===== config.mk =====
export PLATFORM = sky130hd
export DESIGN_NAME = ram_access_ctrl
export DESIGN_NICKNAME = d
export VERILOG_FILES = /design/src/rtl/ram_access_ctrl.sv
export SDC_FILE = /design/constraint.sdc
export NUM_CORES = 1
export LEC_CHECK = 0
export CAP_MARGIN = 10
export CORE_MARGIN = 2
export CORE_UTILIZATION = 43
export DETAILED_ROUTE_END_ITERATION = 12
export HOLD_SLACK_MARGIN = 0.12
export PLACE_DENSITY = 0.83
export SETUP_SLACK_MARGIN = 0.4
export SYNTH_ARGS = -nofsm -noshare
export SYNTH_HDL_FRONTEND = slang
export SYNTH_SLANG_ARGS = --single-unit

===== constraint.sdc =====
create_clock -name clk -period 4 [get_ports clk]
set_input_delay 0.6 -clock clk [delete_from_list [all_inputs] [get_ports clk]]
set_output_delay 0.6 -clock clk [all_outputs]
set_load 0.01 [all_outputs]

===== src/rtl/ram_access_ctrl.sv =====
// Load/store sequencer between the core and a synchronous data RAM; every output is registered.
// Optional RAM_INIT_CLEAR_EN: zero-fill the whole RAM after reset before accepting requests.
module ram_access_ctrl #(
  parameter int AW = 8,
  parameter int DW = 8
) (
  input  logic          clk,
  input  logic          rst_n,
  input  logic          core_req,
  input  logic          core_we,
  input  logic [AW-1:0] core_addr,
  input  logic [DW-1:0] core_wdata,
  output logic          core_ack,
  output logic [DW-1:0] core_rdata,
  output logic          busy,
  output logic          ram_cs,
  output logic          ram_rd,
  output logic          ram_wr,
  output logic [AW-1:0] ram_addr,
  output logic [DW-1:0] ram_wdata,
  input  logic [DW-1:0] ram_rdata
);

  // state      | meaning
  // IDLE       | waiting for core_req; latches address and store data on acceptance
  // RD_ISSUE   | cs+rd strobe cycle
  // RD_WAIT    | RAM output settles; captured into core_rdata at the end of this cycle
  // RD_CAP     | load ack cycle
  // WR_ISSUE   | cs+wr strobe cycle
  // WR_ACK     | store ack cycle
  // DONE       | dead cycle so the core can drop core_req after ack
  // CLEAR      | zero-fill sweep after reset (RAM_INIT_CLEAR_EN only)
  typedef enum logic [2:0] {
    S_IDLE,
    S_RD_ISSUE,
    S_RD_WAIT,
    S_RD_CAP,
    S_WR_ISSUE,
    S_WR_ACK,
    S_DONE
`ifdef RAM_INIT_CLEAR_EN
    , S_CLEAR
`endif
  } state_t;

`ifdef RAM_INIT_CLEAR_EN
  localparam state_t RST_STATE = S_CLEAR;
`else
  localparam state_t RST_STATE = S_IDLE;
`endif

  state_t        r_state;
  state_t        w_next;

  logic          r_ack;
  logic [DW-1:0] r_rdata;
  logic          r_busy;
  logic          r_cs;
  logic          r_rd;
  logic          r_wr;
  logic [AW-1:0] r_addr;
  logic [DW-1:0] r_wdata;

  logic          w_ack_d;
  logic [DW-1:0] w_rdata_d;
  logic          w_busy_d;
  logic          w_cs_d;
  logic          w_rd_d;
  logic          w_wr_d;
  logic [AW-1:0] w_addr_d;
  logic [DW-1:0] w_wdata_d;

`ifdef RAM_INIT_CLEAR_EN
  logic [AW-1:0] r_clr_cnt;

  always_ff @(posedge clk) begin
    if (!rst_n)
      r_clr_cnt <= '0;
    else if (r_state == S_CLEAR)
      r_clr_cnt <= r_clr_cnt + 1'b1;
  end
`endif

  always_ff @(posedge clk) begin
    if (!rst_n)
      r_state <= RST_STATE;
    else
      r_state <= w_next;
  end

  always_comb begin
    w_next = r_state;
    unique case (r_state)
      S_IDLE:     if (core_req) w_next = core_we ? S_WR_ISSUE : S_RD_ISSUE;
      S_RD_ISSUE: w_next = S_RD_WAIT;
      S_RD_WAIT:  w_next = S_RD_CAP;
      S_RD_CAP:   w_next = S_DONE;
      S_WR_ISSUE: w_next = S_WR_ACK;
      S_WR_ACK:   w_next = S_DONE;
      S_DONE:     w_next = S_IDLE;
`ifdef RAM_INIT_CLEAR_EN
      // the last sweep write goes out during DONE, so busy stays high for it
      S_CLEAR:    if (r_clr_cnt == {AW{1'b1}}) w_next = S_DONE;
`endif
      default:    w_next = S_IDLE;
    endcase
  end

  // registered outputs are decoded from the state being entered
  always_comb begin
    w_rd_d    = (w_next == S_RD_ISSUE);
    w_wr_d    = (w_next == S_WR_ISSUE);
    w_ack_d   = (w_next == S_RD_CAP) || (w_next == S_WR_ACK);
    w_busy_d  = (w_next != S_IDLE);
    w_addr_d  = r_addr;
    w_wdata_d = r_wdata;
    w_rdata_d = r_rdata;
    if (r_state == S_IDLE && core_req) begin
      w_addr_d  = core_addr;
      w_wdata_d = core_wdata;
    end
    if (r_state == S_RD_WAIT)
      w_rdata_d = ram_rdata;
`ifdef RAM_INIT_CLEAR_EN
    if (r_state == S_CLEAR) begin
      w_wr_d    = 1'b1;
      w_addr_d  = r_clr_cnt;
      w_wdata_d = '0;
    end
`endif
    w_cs_d = w_rd_d | w_wr_d;
  end

  always_ff @(posedge clk) begin
    if (!rst_n) begin
      r_ack   <= 1'b0;
      r_rdata <= '0;
      r_busy  <= 1'b0;
      r_cs    <= 1'b0;
      r_rd    <= 1'b0;
      r_wr    <= 1'b0;
      r_addr  <= '0;
      r_wdata <= '0;
    end else begin
      r_ack   <= w_ack_d;
      r_rdata <= w_rdata_d;
      r_busy  <= w_busy_d;
      r_cs    <= w_cs_d;
      r_rd    <= w_rd_d;
      r_wr    <= w_wr_d;
      r_addr  <= w_addr_d;
      r_wdata <= w_wdata_d;
    end
  end

  assign core_ack   = r_ack;
  assign core_rdata = r_rdata;
  assign busy       = r_busy;
  assign ram_cs     = r_cs;
  assign ram_rd     = r_rd;
  assign ram_wr     = r_wr;
  assign ram_addr   = r_addr;
  assign ram_wdata  = r_wdata;

endmodule


==> impl_results.html, run 1 <==
<table>
<tr><th>Metric</th><th>Value</th></tr>
<tr><th colspan="2">Run status</th></tr>
<tr><td>Outcome</td><td>finished, final reports clean</td></tr>
<tr><th colspan="2">Cells and area</th></tr>
<tr><td>Area growth, synth to finish</td><td>49.1%</td></tr>
<tr><td>Sequential cell area in the final layout</td><td>641 um2</td></tr>
<tr><td>Area of combinational cells with multiple inputs</td><td>515 um2</td></tr>
<tr><td>Number of cells in the finished layout apart from fillers</td><td>209</td></tr>
<tr><td>Final Core Density</td><td>0.667</td></tr>
<tr><td>Fraction of final layout cells with drive strength greater than 1</td><td>0.0393</td></tr>
<tr><td>Antenna cells</td><td>0</td></tr>
<tr><td>Final-layout fill cell count</td><td>240</td></tr>
<tr><td>Nets</td><td>208</td></tr>
<tr><th colspan="2">Detailed routing</th></tr>
<tr><td>Remaining routing DRC violations</td><td>0</td></tr>
<tr><td>Detailed router's first-iteration violation count</td><td>15</td></tr>
<tr><td>Antenna violation net count after detailed routing</td><td>0</td></tr>
<tr><td>Routed wire per std cell</td><td>between 10 and 15 um</td></tr>
<tr><td>Vias</td><td>approximately 1,000</td></tr>
<tr><td>Router iterations before antenna repair</td><td>4</td></tr>
<tr><td>Total wire length after detailed routing</td><td>2700 um</td></tr>
<tr><td>Vias per Instance</td><td>4.96</td></tr>
<tr><th colspan="2">Power</th></tr>
<tr><td>Power density normalized to cell area</td><td>approximately 380 nW/um2</td></tr>
<tr><td>Worst ir drop on vdd</td><td>between 0.2 and 0.3 mV</td></tr>
<tr><td>Static leakage power</td><td>0.685 nW</td></tr>
<tr><td>Power, Total</td><td>0.681 mW</td></tr>
<tr><th colspan="2">Timing</th></tr>
<tr><td>Share of the cycle needed by the critical path after routing</td><td>0.481</td></tr>
<tr><td>Worst Max-Slew Pin Slew</td><td>0.856 ns</td></tr>
<tr><td>Worst slew margin relative to its limit</td><td>0.427</td></tr>
<tr><td>Final critical path time including I/O delays and setup</td><td>1.92 ns</td></tr>
<tr><td>Fmax achieved</td><td>520 MHz</td></tr>
<tr><td>Total negative slack for setup checks</td><td>0 ns</td></tr>
<tr><td>Final setup viols</td><td>0</td></tr>
<tr><td>Final number of hold-violating endpoints</td><td>0</td></tr>
<tr><td>Setup repair after global routing missed its margin</td><td>no</td></tr>
<tr><td>Count of pins over their slew limit</td><td>0</td></tr>
<tr><td>Post-route clock skew</td><td>0.00466 ns</td></tr>
<tr><th colspan="2">CTS</th></tr>
<tr><td>CTS buffer count</td><td>5</td></tr>
<tr><td>Later-pin clock latency in the skew report</td><td>about 0.31 ns</td></tr>
<tr><td>Setup bufs post-CTS</td><td>0</td></tr>
<tr><td>H-Tree Level Count</td><td>2</td></tr>
<tr><td>Maximum buffer depth of the clock tree</td><td>2</td></tr>
<tr><td>Clk pin slew, worst setup/hold paths</td><td>0.08 ns</td></tr>
<tr><td>Number of buffers inserted by hold repair at cts</td><td>0</td></tr>
<tr><td>CTS-repair resized insts</td><td>0</td></tr>
<tr><td>TritonCTS clock tree</td><td>yes</td></tr>
<tr><td>Root cell of the clock tree</td><td>sky130_fd_sc_hd__clkbuf_4</td></tr>
<tr><td>Clock sink total</td><td>32</td></tr>
<tr><th colspan="2">Floorplan</th></tr>
<tr><td>Site Rows</td><td>19</td></tr>
<tr><td>Die Footprint</td><td>3260 um2</td></tr>
<tr><td>Die Span X</td><td>57.1 um</td></tr>
<tr><td>Height of the die</td><td>roughly 57 um</td></tr>
<tr><td>Area of the core region</td><td>roughly 2700 um2</td></tr>
<tr><td>Top-Level Pins</td><td>57</td></tr>
<tr><td>Initial standard-cell utilization of the core</td><td>0.447</td></tr>
<tr><th colspan="2">Placed design</th></tr>
<tr><td>Count of buffers from port buffering</td><td>56</td></tr>
<tr><td>Post-DP HPWL</td><td>2030 um</td></tr>
<tr><td>Global placer's final weighted congestion</td><td>0.780</td></tr>
<tr><td>Post-placement cell count</td><td>204</td></tr>
<tr><th colspan="2">Synthesis</th></tr>
<tr><td>Number of nets produced by synthesis</td><td>roughly 150</td></tr>
<tr><td>Leading post-synthesis cells by cell area</td><td>sky130_fd_sc_hd__dfxtp_1 53%, sky130_fd_sc_hd__nand2_1 11%, sky130_fd_sc_hd__mux2i_1 6.6%</td></tr>
<tr><td>Post-synthesis cell count</td><td>between 100 and 150</td></tr>
<tr><td>Fraction of synthesized cell area taken by the top area cell type</td><td>0.528</td></tr>
<tr><td>Post-synth top area cell</td><td>sky130_fd_sc_hd__dfxtp_1</td></tr>
<tr><td>Synthesis warning total</td><td>0</td></tr>
<tr><td>Sequential element share of the synthesized area</td><td>0.528</td></tr>
<tr><td>Mean area per synthesized cell</td><td>9.78 um2</td></tr>
<tr><td>Flops &amp; latches, synth</td><td>32</td></tr>
<tr><td>Unique cell type count in the Yosys netlist</td><td>22</td></tr>
<tr><td>Cell Area, Synth</td><td>1210 um2</td></tr>
<tr><th colspan="2">Flow run</th></tr>
<tr><td>Max-capacitance violation count</td><td>0</td></tr>
<tr><th colspan="2">Hold path</th></tr>
<tr><td>Type of the tightest min-delay check</td><td>flip-flop to flip-flop</td></tr>
<tr><td>Worst hold path cell count</td><td>2</td></tr>
<tr><td>Launch point of the worst hold path</td><td>ram_addr[6]</td></tr>
<tr><td>Min-Delay Endpoint</td><td>ram_addr[6]</td></tr>
<tr><th colspan="2">Critical path</th></tr>
<tr><td>Worst reg2reg startpoint</td><td>r_state[1]</td></tr>
<tr><td>Worst setup EP type</td><td>flip-flop</td></tr>
<tr><td>Required arrival time at the worst endpoint</td><td>~4.2 ns</td></tr>
<tr><td>R2R cell count</td><td>3</td></tr>
<tr><td>Data arrival, critical path</td><td>2.17 ns</td></tr>
<tr><td>Crit path max fanout</td><td>17</td></tr>
<tr><td>Worst Setup Start Kind</td><td>input pin</td></tr>
<tr><td>Worst flop-to-flop path endpoint</td><td>ram_rd</td></tr>
<tr><td>Critical path class</td><td>input pin to flip-flop</td></tr>
<tr><td>Reg-to-reg setup timing slack</td><td>between 2 and 2.5 ns</td></tr>
<tr><th colspan="2">Global routing</th></tr>
<tr><td>Number of antenna violations at the first check in global routing</td><td>0</td></tr>
<tr><td>Largest net degree at the start of global routing</td><td>29</td></tr>
<tr><td>Via count of the first global-routing pass</td><td>just under 1,000</td></tr>
<tr><td>Wire length of the first global-routing pass</td><td>4260 um</td></tr>
<tr><td>Sum of overflow across all layers after global routing</td><td>0</td></tr>
<tr><td>GRT Overall Usage</td><td>0.170</td></tr>
</table>
-- layer usage --
layer	wire length, um	vias up	GRT usage
li1	-	517	-
met1	1140	484	0.184
met2	1360	29	0.299
met3	153	7	0.0544
met4	42	0	0.0797
met5	0	-	0
-- where the power goes --
group / switching [mW] / internal (mW)
combinational: 0.0677 / 0.0982
sequential: 0.0205 / 0.348
clock: 0.0889 / 0.0586
-- synthesized netlist by cell type (all sizes together) --
cell type and number:
a211o 1, nor2b 11, or4b 1, nor2 2, nand2 34, dfxtp 32, a311o 1, nor4b 1
mux2i 8, a21boi 16, o31a 1, nor4bb 1, nor3b 1, clkbuf 3, and3b 1, and3 1
buf 5, inv 2, o211a 1, o21a 1
-- cells in the final DEF (no fill, tap or decap), drive strengths merged, types with 2 or more instances in the layout --
master,Yosys,routed
nor2b,11,11
clkbuf,3,5
clkdlybuf4s50,0,56
dfxtp,32,32
inv,2,2
nor2,2,2
nand2,34,34
mux2i,8,8
a21boi,16,16
-- state kept, by name (all words and copies together) (netlist names) --
register,count
ram_cs,1
ram_rd,1
core_rdata,8
busy,1
ram_wdata,8
r_state,3
ram_addr,8
core_ack,1
ram_wr,1
-- final cells by class --
type | count | area share
tap | 31 | 0.0215
multi-input combinational | 82 | 0.285
sequential | 32 | 0.354
timing repair buffer | 57 | 0.314
clock buffer | 5 | 0.0208
inverter | 2 | 0.00415
-- per-stage QoR --
step           hold slack [ns]  cell area [um2]  setup slack (ns)
5_1_grt                  0.480             1810              1.90
3_3_place_gp             0.443             1770              1.79
2_1_floorplan            0.479             1210              2.49
3_5_place_dp             0.450             1770              1.72
6_report                 0.461             1810              2.08
4_1_cts                  0.462             1810              2.05
-- critical path, stage by stage --
cell and delay [ns]:
sky130_fd_sc_hd__clkdlybuf4s50_1 0.52, sky130_fd_sc_hd__nor4b_4 0.73, sky130_fd_sc_hd__nand2_1 0.19, sky130_fd_sc_hd__nor2_1 0.13
-- worst max-delay path by stage --
stage	slack, ns	cells after the start	from	endpoint
floorplan	2.49	5	core_req	ram_addr[4]
global placement	1.79	3	rst_n	busy
detailed placement	1.72	4	core_req	ram_wdata[6]
CTS	2.05	4	core_req	ram_wdata[6]
global route	1.90	4	core_req	ram_wr
finish	2.08	4	core_req	ram_rd
-- cells by family after synthesis --
logic type	count (synthesis)	synth area share
AOI/OAI and AO/OA	21	0.136
buffers and inverters	10	0.0464
DFF	32	0.528
muxes	8	0.0661
and+or+nand+nor	53	0.223
(Power assumes the default switching activity.)
==> inputs of run 2 (changes only) <==
Settings changed: CORE_UTILIZATION 43 to 40, PLACE_DENSITY 0.83 to 0.78.
Clock period 4 ns to 2 ns, I/O delays scaled along.
==> run 2 against run 1 <==
  * Final area up 2.2%
  * Routed wire length about the same
  * Largest cell class unchanged
  * Clock skew down 0.0019 ns
  * Register-to-register slack worse by 1.8 ns
  * Critical endpoint is now core_rdata[2]
==> impl_results.html, run 2 (synthesis results as in run 1) <==
<table>
<tr><th>Metric</th><th>Value</th></tr>
<tr><th colspan="2">Timing</th></tr>
<tr><td>Share of the cycle needed by the critical path after routing</td><td>0.755</td></tr>
<tr><td>Final number of hold-violating endpoints</td><td>0 (unchanged)</td></tr>
<tr><td>Final hold slack</td><td>0.455 ns (-0.00631 ns)</td></tr>
<tr><td>Final setup viols</td><td>0 (unchanged)</td></tr>
<tr><td>Fmax achieved</td><td>662 MHz</td></tr>
<tr><td>Setup repair after global routing missed its margin</td><td>no</td></tr>
<tr><td>Post-layout worst setup margin</td><td>0.489 ns (-1.59 ns)</td></tr>
<tr><td>Final critical path time including I/O delays and setup</td><td>between 1.5 and 2 ns</td></tr>
<tr><td>Worst Max-Slew Pin Slew</td><td>0.359 ns (-0.497 ns)</td></tr>
<tr><td>Worst slew margin relative to its limit</td><td>0.760 (+0.334)</td></tr>
<tr><td>Post-route clock skew</td><td>0.00277 ns (-0.00188 ns)</td></tr>
<tr><td>Count of pins over their slew limit</td><td>0 (unchanged)</td></tr>
<tr><td>Total negative slack for setup checks</td><td>0 ns (unchanged)</td></tr>
<tr><th colspan="2">Global routing</th></tr>
<tr><td>Sum of overflow across all layers after global routing</td><td>0 (unchanged)</td></tr>
<tr><td>Wire length of the first global-routing pass</td><td>4210 um (-1.3%)</td></tr>
<tr><td>Largest net degree at the start of global routing</td><td>26 (-10%)</td></tr>
<tr><td>GRT Overall Usage</td><td>0.162 (-0.00720)</td></tr>
<tr><td>Number of antenna violations at the first check in global routing</td><td>0 (unchanged)</td></tr>
<tr><td>Via count of the first global-routing pass</td><td>990 (+2.0%)</td></tr>
<tr><th colspan="2">CTS</th></tr>
<tr><td>TritonCTS clock tree</td><td>yes</td></tr>
<tr><td>Number of buffers inserted by hold repair at cts</td><td>0 (unchanged)</td></tr>
<tr><td>H-Tree Level Count</td><td>2 (unchanged)</td></tr>
<tr><td>Setup bufs post-CTS</td><td>0 (unchanged)</td></tr>
<tr><td>CTS-repair resized insts</td><td>1 (+1)</td></tr>
<tr><td>Root cell of the clock tree</td><td>sky130_fd_sc_hd__clkbuf_4</td></tr>
<tr><td>Later-pin clock latency in the skew report</td><td>0.32 ns (about the same)</td></tr>
<tr><td>Maximum buffer depth of the clock tree</td><td>2 (unchanged)</td></tr>
<tr><td>Clock sink total</td><td>32 (unchanged)</td></tr>
<tr><td>CTS buffer count</td><td>5 (unchanged)</td></tr>
<tr><td>Clk pin slew, worst setup/hold paths</td><td>0.09 ns (about the same)</td></tr>
<tr><th colspan="2">Hold path</th></tr>
<tr><td>Type of the tightest min-delay check</td><td>flip-flop to flip-flop</td></tr>
<tr><th colspan="2">Detailed routing</th></tr>
<tr><td>Vias</td><td>1,062 (+2.4%)</td></tr>
<tr><td>Detailed router's first-iteration violation count</td><td>37 (+22)</td></tr>
<tr><td>Router iterations before antenna repair</td><td>4 (unchanged)</td></tr>
<tr><td>Antenna violation net count after detailed routing</td><td>0 (unchanged)</td></tr>
<tr><td>Routed wire per std cell</td><td>12.6 um (-2.4%)</td></tr>
<tr><td>Vias per Instance</td><td>4.96 (about the same)</td></tr>
<tr><td>Total wire length after detailed routing</td><td>2700 um (about the same)</td></tr>
<tr><td>Remaining routing DRC violations</td><td>0 (unchanged)</td></tr>
<tr><th colspan="2">Flow run</th></tr>
<tr><td>Max-capacitance violation count</td><td>0 (unchanged)</td></tr>
<tr><th colspan="2">Cells and area</th></tr>
<tr><td>Fraction of final layout cells with drive strength greater than 1</td><td>0.0601 (+0.0208)</td></tr>
<tr><td>Nets</td><td>210 (+0.96%)</td></tr>
<tr><td>Most frequent cells in the layout</td><td>56 x sky130_fd_sc_hd__clkdlybuf4s50_1, 34 x sky130_fd_sc_hd__nand2_1, 32 x sky130_fd_sc_hd__dfxtp_1</td></tr>
<tr><td>Antenna cells</td><td>0 (unchanged)</td></tr>
<tr><td>Final Core Density</td><td>0.653 (-0.0139)</td></tr>
<tr><td>Most common library cell in the layout ignoring fill and taps</td><td>sky130_fd_sc_hd__clkdlybuf4s50_1</td></tr>
<tr><td>Final-layout fill cell count</td><td>245 (+2.1%)</td></tr>
<tr><td>Finished Cell Area</td><td>1850 um2 (+2.2%)</td></tr>
<tr><td>Area growth, synth to finish</td><td>52.4%</td></tr>
<tr><th colspan="2">Floorplan</th></tr>
<tr><td>Area of the core region</td><td>2830 um2 (+4.4%)</td></tr>
<tr><td>Site Rows</td><td>19 (unchanged)</td></tr>
<tr><td>Height of the die</td><td>59.1 um (+3.4%)</td></tr>
<tr><td>Top-Level Pins</td><td>57 (unchanged)</td></tr>
<tr><td>Initial standard-cell utilization of the core</td><td>0.429 (-0.0188)</td></tr>
<tr><td>Die Span X</td><td>59.1 um (+3.4%)</td></tr>
<tr><td>Die Footprint</td><td>3490 um2 (+7.0%)</td></tr>
<tr><th colspan="2">Critical path</th></tr>
<tr><td>Data arrival, critical path</td><td>1.21 ns (-0.96 ns)</td></tr>
<tr><td>Crit path max fanout</td><td>2 (-15)</td></tr>
<tr><td>Top delay family on crit path</td><td>buffers and inverters</td></tr>
<tr><td>Master of the slowest instance on the critical path</td><td>sky130_fd_sc_hd__clkdlybuf4s50_1</td></tr>
<tr><td>Critical path class</td><td>flip-flop to primary output</td></tr>
<tr><td>Worst setup EP type</td><td>primary output</td></tr>
<tr><td>Worst path cell trace</td><td>clkdlybuf4s50_1</td></tr>
<tr><td>Worst Setup Start Kind</td><td>flip-flop</td></tr>
<tr><td>Required arrival time at the worst endpoint</td><td>1.70 ns (-2.54 ns)</td></tr>
<tr><td>Number of buffers and inverters on the critical path</td><td>1 (unchanged)</td></tr>
<tr><td>Delay contributed by the slowest stage of the critical path</td><td>0.55 ns (-0.18 ns)</td></tr>
<tr><th colspan="2">Power</th></tr>
<tr><td>Worst ir drop on vdd</td><td>0.520 mV (+77%)</td></tr>
<tr><td>Power density normalized to cell area</td><td>782 nW/um2 (+110%)</td></tr>
<tr><td>Static leakage power</td><td>0.705 nW (+3.0%)</td></tr>
<tr><th colspan="2">Placed design</th></tr>
<tr><td>Post-DP HPWL</td><td>2050 um (+1.3%)</td></tr>
<tr><td>Worst setup slack before clock tree synthesis</td><td>0.0569 ns (-1.67 ns)</td></tr>
<tr><td>Count of buffers from port buffering</td><td>56 (unchanged)</td></tr>
<tr><td>Global placer's final weighted congestion</td><td>0.780 (about the same)</td></tr>
<tr><td>Placed standard-cell area</td><td>1790 um2 (+0.85%)</td></tr>
<tr><th colspan="2">Run status</th></tr>
<tr><td>Outcome</td><td>finished, final reports clean</td></tr>
</table>
==> run 2: changes by cell type in the layout (fill, tap and decap cells not counted), sizes merged <==
cell    change
buf         +2
clkbuf      +3
==> run 2: worst paths after layout <==
path                 start            end  slack (ns)  cells after the start
max          core_rdata[2]  core_rdata[2]        0.49                      1
min           ram_wdata[7]   ram_wdata[7]        0.45                      2
max reg2reg     r_state[1]    ram_addr[5]        0.61                      3
min reg2reg   ram_wdata[7]   ram_wdata[7]        0.45                      2
==> run 2: layout make-up <==
class	count	area (um2)	area share
Clock buffer	8	58.8	0.0318
Inverter	2	7.51	0.00406
Multi-Input combinational cell	82	519	0.281
Sequential cell	32	641	0.347
Tap cell	31	38.8	0.0210
Timing Repair Buffer	59	583	0.316
==> run 2: report_power, final <==
part           leakage, nW  internal, mW  switching [mW]  total (mW)
clock               0.0326         0.173           0.196       0.369
combinational        0.411         0.204           0.136       0.340
sequential           0.262         0.695          0.0407       0.736
==> run 2: routing by layer <==
metal  vias up  wire (um)  track usage  share of wire
li1        528          -            -              -
met1       494       1190        0.190           0.44
met2        33       1290        0.271           0.48
met3         7        165       0.0480          0.061
met4         0         52       0.0779          0.019
met5         -          0            0              0
==> run 2: per-stage QoR <==
stage / total power [mW] / instances
after detailed placement: 1.09 / 206
after global placement: 1.08 / 206
after global routing: 1.53 / 214
final: 1.44 / 214
after floorplan: 0.914 / 124
after CTS: 1.47 / 214
==> inputs of run 3 (changes only) <==
Settings changed: CORE_UTILIZATION 40 to 36, PLACE_DENSITY 0.78 to 0.75.
Clock period 2 ns to 1.2 ns, I/O delays scaled along.
==> run 3 against run 2 <==
  * The run now ends with negative setup slack left
  * Core utilization increased by 2.6 points
  * Final cell count grew 19%
  * Clock skew is 0.0028 ns higher
  * Global-route usage grew 0.32 points
  * Count of clock-buffer cells in the layout did not move
  * Routed wire length increased by 18%
  * Sequential power grew 71%
  * Clock power rose by 72%
  * Power is 87% higher
  * Sequential cell count is the same
  * Critical path depth increased by 4
  * Die area rose by 10%
  * Largest power group unchanged
  * Highest routed layer unchanged
==> impl_results.html, run 3 (synthesis results as in run 1) <==
<table>
<tr><th>Metric</th><th>Value</th></tr>
<tr><th colspan="2">Critical path</th></tr>
<tr><td>Worst setup EP type</td><td>flip-flop</td></tr>
<tr><td>Worst reg2reg startpoint</td><td>r_state[1]</td></tr>
<tr><td>Required arrival time at the worst endpoint</td><td>1.45 ns (-0.25 ns)</td></tr>
<tr><td>Reg-to-reg setup timing slack</td><td>-0.10 ns (-0.71 ns)</td></tr>
<tr><td>Crit path max fanout</td><td>7 (+5)</td></tr>
<tr><td>Worst flop-to-flop path endpoint</td><td>ram_addr[4]</td></tr>
<tr><td>Critical path class</td><td>flip-flop to flip-flop</td></tr>
<tr><td>R2R cell count</td><td>5 (+2)</td></tr>
<tr><td>Worst Setup Start Kind</td><td>flip-flop</td></tr>
<tr><td>Data arrival, critical path</td><td>1.56 ns (+0.35 ns)</td></tr>
<tr><th colspan="2">Global routing</th></tr>
<tr><td>Largest net degree at the start of global routing</td><td>19 (-27%)</td></tr>
<tr><td>Via count of the first global-routing pass</td><td>1,055 (+6.6%)</td></tr>
<tr><td>Wire length of the first global-routing pass</td><td>4560 um (+8.3%)</td></tr>
<tr><td>Number of antenna violations at the first check in global routing</td><td>0 (unchanged)</td></tr>
<tr><td>GRT Overall Usage</td><td>0.166 (+0.00320)</td></tr>
<tr><td>Sum of overflow across all layers after global routing</td><td>0 (unchanged)</td></tr>
<tr><th colspan="2">Timing</th></tr>
<tr><td>Final setup viols</td><td>28 (+28)</td></tr>
<tr><td>Worst slew margin relative to its limit</td><td>0.780 (+0.0197)</td></tr>
<tr><td>Worst Max-Slew Pin Slew</td><td>0.328 ns (-0.0305 ns)</td></tr>
<tr><td>Post-route clock skew</td><td>0.00553 ns (+0.00276 ns)</td></tr>
<tr><td>Setup repair after global routing missed its margin</td><td>yes</td></tr>
<tr><td>Total negative slack for setup checks</td><td>-1.96 ns (-1.96 ns)</td></tr>
<tr><td>Count of pins over their slew limit</td><td>0 (unchanged)</td></tr>
<tr><td>Post-layout worst setup margin</td><td>-0.101 ns (-0.590 ns)</td></tr>
<tr><td>Final critical path time including I/O delays and setup</td><td>1.30 ns</td></tr>
<tr><td>Fmax achieved</td><td>slightly below 800 MHz</td></tr>
<tr><td>Share of the cycle needed by the critical path after routing</td><td>1.08</td></tr>
<tr><td>Final number of hold-violating endpoints</td><td>0 (unchanged)</td></tr>
<tr><th colspan="2">Detailed routing</th></tr>
<tr><td>DR top layer</td><td>met4</td></tr>
<tr><td>Met2 routed WL</td><td>1540 um (+20%)</td></tr>
<tr><td>Detailed router's first-iteration violation count</td><td>20 (-46%)</td></tr>
<tr><td>Vias</td><td>1,146 (+7.9%)</td></tr>
<tr><td>Total wire length after detailed routing</td><td>3180 um (+18%)</td></tr>
<tr><td>Remaining routing DRC violations</td><td>0 (unchanged)</td></tr>
<tr><td>Antenna violation net count after detailed routing</td><td>0 (unchanged)</td></tr>
<tr><td>Vias per Instance</td><td>4.49 (-9.4%)</td></tr>
<tr><td>Routed wire per std cell</td><td>12.5 um (-1.0%)</td></tr>
<tr><td>Router iterations before antenna repair</td><td>4 (unchanged)</td></tr>
<tr><td>Total length of routed met3 wires</td><td>188 um (+14%)</td></tr>
<tr><td>Met1 wire length</td><td>1390 um (+17%)</td></tr>
<tr><th colspan="2">Cells and area</th></tr>
<tr><td>Sequential cell area in the final layout</td><td>686 um2 (+7.0%)</td></tr>
<tr><td>Antenna cells</td><td>0 (unchanged)</td></tr>
<tr><td>Finished Cell Area</td><td>2230 um2 (+21%)</td></tr>
<tr><td>Fraction of final layout cells with drive strength greater than 1</td><td>0.550 (+0.490)</td></tr>
<tr><td>Final-layout fill cell count</td><td>284 (+16%)</td></tr>
<tr><td>Nets</td><td>236 (+12%)</td></tr>
<tr><td>Area growth, synth to finish</td><td>84.1%</td></tr>
<tr><td>Area of combinational cells with multiple inputs</td><td>579 um2 (+12%)</td></tr>
<tr><td>Most frequent cells in the layout</td><td>38 x sky130_fd_sc_hd__buf_6, 27 x sky130_fd_sc_hd__dfxtp_2, 27 x sky130_fd_sc_hd__clkdlybuf4s50_1</td></tr>
<tr><td>Final Core Density</td><td>0.680 (+0.0264)</td></tr>
<tr><td>Most common library cell in the layout ignoring fill and taps</td><td>sky130_fd_sc_hd__buf_6</td></tr>
<tr><th colspan="2">Floorplan</th></tr>
<tr><td>Top-Level Pins</td><td>57 (unchanged)</td></tr>
<tr><td>Initial standard-cell utilization of the core</td><td>0.369 (-0.0594)</td></tr>
<tr><td>Height of the die</td><td>62.0 um (+5.0%)</td></tr>
<tr><td>Die Span X</td><td>62.0 um (+5.0%)</td></tr>
<tr><td>Area of the core region</td><td>3280 um2 (+16%)</td></tr>
<tr><td>Die Footprint</td><td>3850 um2 (+10%)</td></tr>
<tr><td>Site Rows</td><td>21 (+2)</td></tr>
<tr><th colspan="2">Power</th></tr>
<tr><td>Power density normalized to cell area</td><td>1210 nW/um2 (+54%)</td></tr>
<tr><td>Worst ir drop on vdd</td><td>0.642 mV (+23%)</td></tr>
<tr><td>Static leakage power</td><td>0.956 nW (+36%)</td></tr>
<tr><th colspan="2">CTS</th></tr>
<tr><td>H-Tree Level Count</td><td>2 (unchanged)</td></tr>
<tr><td>Root cell of the clock tree</td><td>sky130_fd_sc_hd__clkbuf_4</td></tr>
<tr><td>Number of buffers inserted by hold repair at cts</td><td>0 (unchanged)</td></tr>
<tr><td>Maximum buffer depth of the clock tree</td><td>2 (unchanged)</td></tr>
<tr><td>Later-pin clock latency in the skew report</td><td>0.33 ns (about the same)</td></tr>
<tr><td>Clock sink total</td><td>32 (unchanged)</td></tr>
<tr><td>Clk pin slew, worst setup/hold paths</td><td>0.09 ns (about the same)</td></tr>
<tr><td>CTS buffer count</td><td>5 (unchanged)</td></tr>
<tr><td>TritonCTS clock tree</td><td>yes</td></tr>
<tr><th colspan="2">Run status</th></tr>
<tr><td>Outcome</td><td>finished, violations left</td></tr>
<tr><td>Failing checks</td><td>negative setup slack</td></tr>
<tr><th colspan="2">Hold path</th></tr>
<tr><td>Worst hold path cell count</td><td>3 (+1)</td></tr>
<tr><td>Type of the tightest min-delay check</td><td>input pin to flip-flop</td></tr>
<tr><td>Min-Delay Endpoint</td><td>ram_addr[6]</td></tr>
<tr><td>Launch point of the worst hold path</td><td>core_addr[6]</td></tr>
<tr><th colspan="2">Placed design</th></tr>
<tr><td>Worst setup slack before clock tree synthesis</td><td>-0.408 ns (-0.465 ns)</td></tr>
<tr><td>Global placer's final weighted congestion</td><td>0.727 (-6.7%)</td></tr>
<tr><td>Count of buffers from port buffering</td><td>56 (unchanged)</td></tr>
<tr><td>Placed standard-cell area</td><td>1930 um2 (+7.9%)</td></tr>
<tr><td>Post-DP HPWL</td><td>2230 um (+8.8%)</td></tr>
<tr><th colspan="2">Flow run</th></tr>
<tr><td>Max-capacitance violation count</td><td>0 (unchanged)</td></tr>
</table>
run 3: cell types whose count changed in the layout (fill, tap and decap cells not counted), moves of 3 or more:
cell,change
sky130_fd_sc_hd__a21boi_1,+4
sky130_fd_sc_hd__dfxtp_1,-30
sky130_fd_sc_hd__nand2_2,+13
sky130_fd_sc_hd__a21boi_0,-6
sky130_fd_sc_hd__dfxtp_4,+3
sky130_fd_sc_hd__clkdlybuf4s50_1,-29
sky130_fd_sc_hd__dfxtp_2,+27
sky130_fd_sc_hd__buf_4,+15
sky130_fd_sc_hd__buf_6,+38
sky130_fd_sc_hd__nand2_1,-13
run 3: worst max-delay path by stage:
stage                from            to  slack (ns)  depth (start not counted)
5_1_grt        r_state[1]  ram_wdata[0]       -0.16                          5
2_1_floorplan  r_state[1]   ram_addr[4]       -0.17                          6
6_report       r_state[1]   ram_addr[4]       -0.10                          5
4_1_cts        r_state[2]  ram_wdata[4]       -0.09                          4
3_5_place_dp     core_req          busy       -0.41                          5
3_3_place_gp     core_req  ram_wdata[0]       -0.36                          5
run 3: critical path, stage by stage, from the launching register on:
cell                       delay, ns
sky130_fd_sc_hd__dfxtp_4        0.38
sky130_fd_sc_hd__buf_6          0.12
sky130_fd_sc_hd__nor4b_4        0.37
sky130_fd_sc_hd__buf_6          0.19
sky130_fd_sc_hd__nand2_2        0.05
sky130_fd_sc_hd__a21boi_1       0.12
run 3: cell type report:
class / count / share of cell area
repair buffers: 85 / 0.378
flip-flops and latches: 32 / 0.307
multi-input cells: 82 / 0.260
clock buffers: 8 / 0.0263
well taps: 46 / 0.0258
inverters: 2 / 0.00336
run 3: repair_timing:
action,4_1_cts,5_1_grt
setup endpoints to repair,61,61
resized for setup,171,34
setup buffers,3,8
pin swaps,17,14
cloned,0,0
run 3: metrics by stage:
step                      instances  hold WS (ns)  power, mW
after floorplan                 124         0.252       1.54
after global placement          236         0.442       1.88
after detailed placement        236         0.446       1.91
after CTS                       247         0.374       2.61
after global routing            255         0.383       2.85
final                           255         0.391       2.70
run 3: where the power goes:
part	internal [mW]	switching [mW]
sequential	1.18	0.0784
clock	0.289	0.345
combinational	0.504	0.301
total	1.97	0.725
run 3: metal layers:
layer / track usage / up-vias
met4: 0.0729 / 0
li1: - / 579
met3: 0.0621 / 5
met1: 0.198 / 527
met5: 0 / -
met2: 0.265 / 35
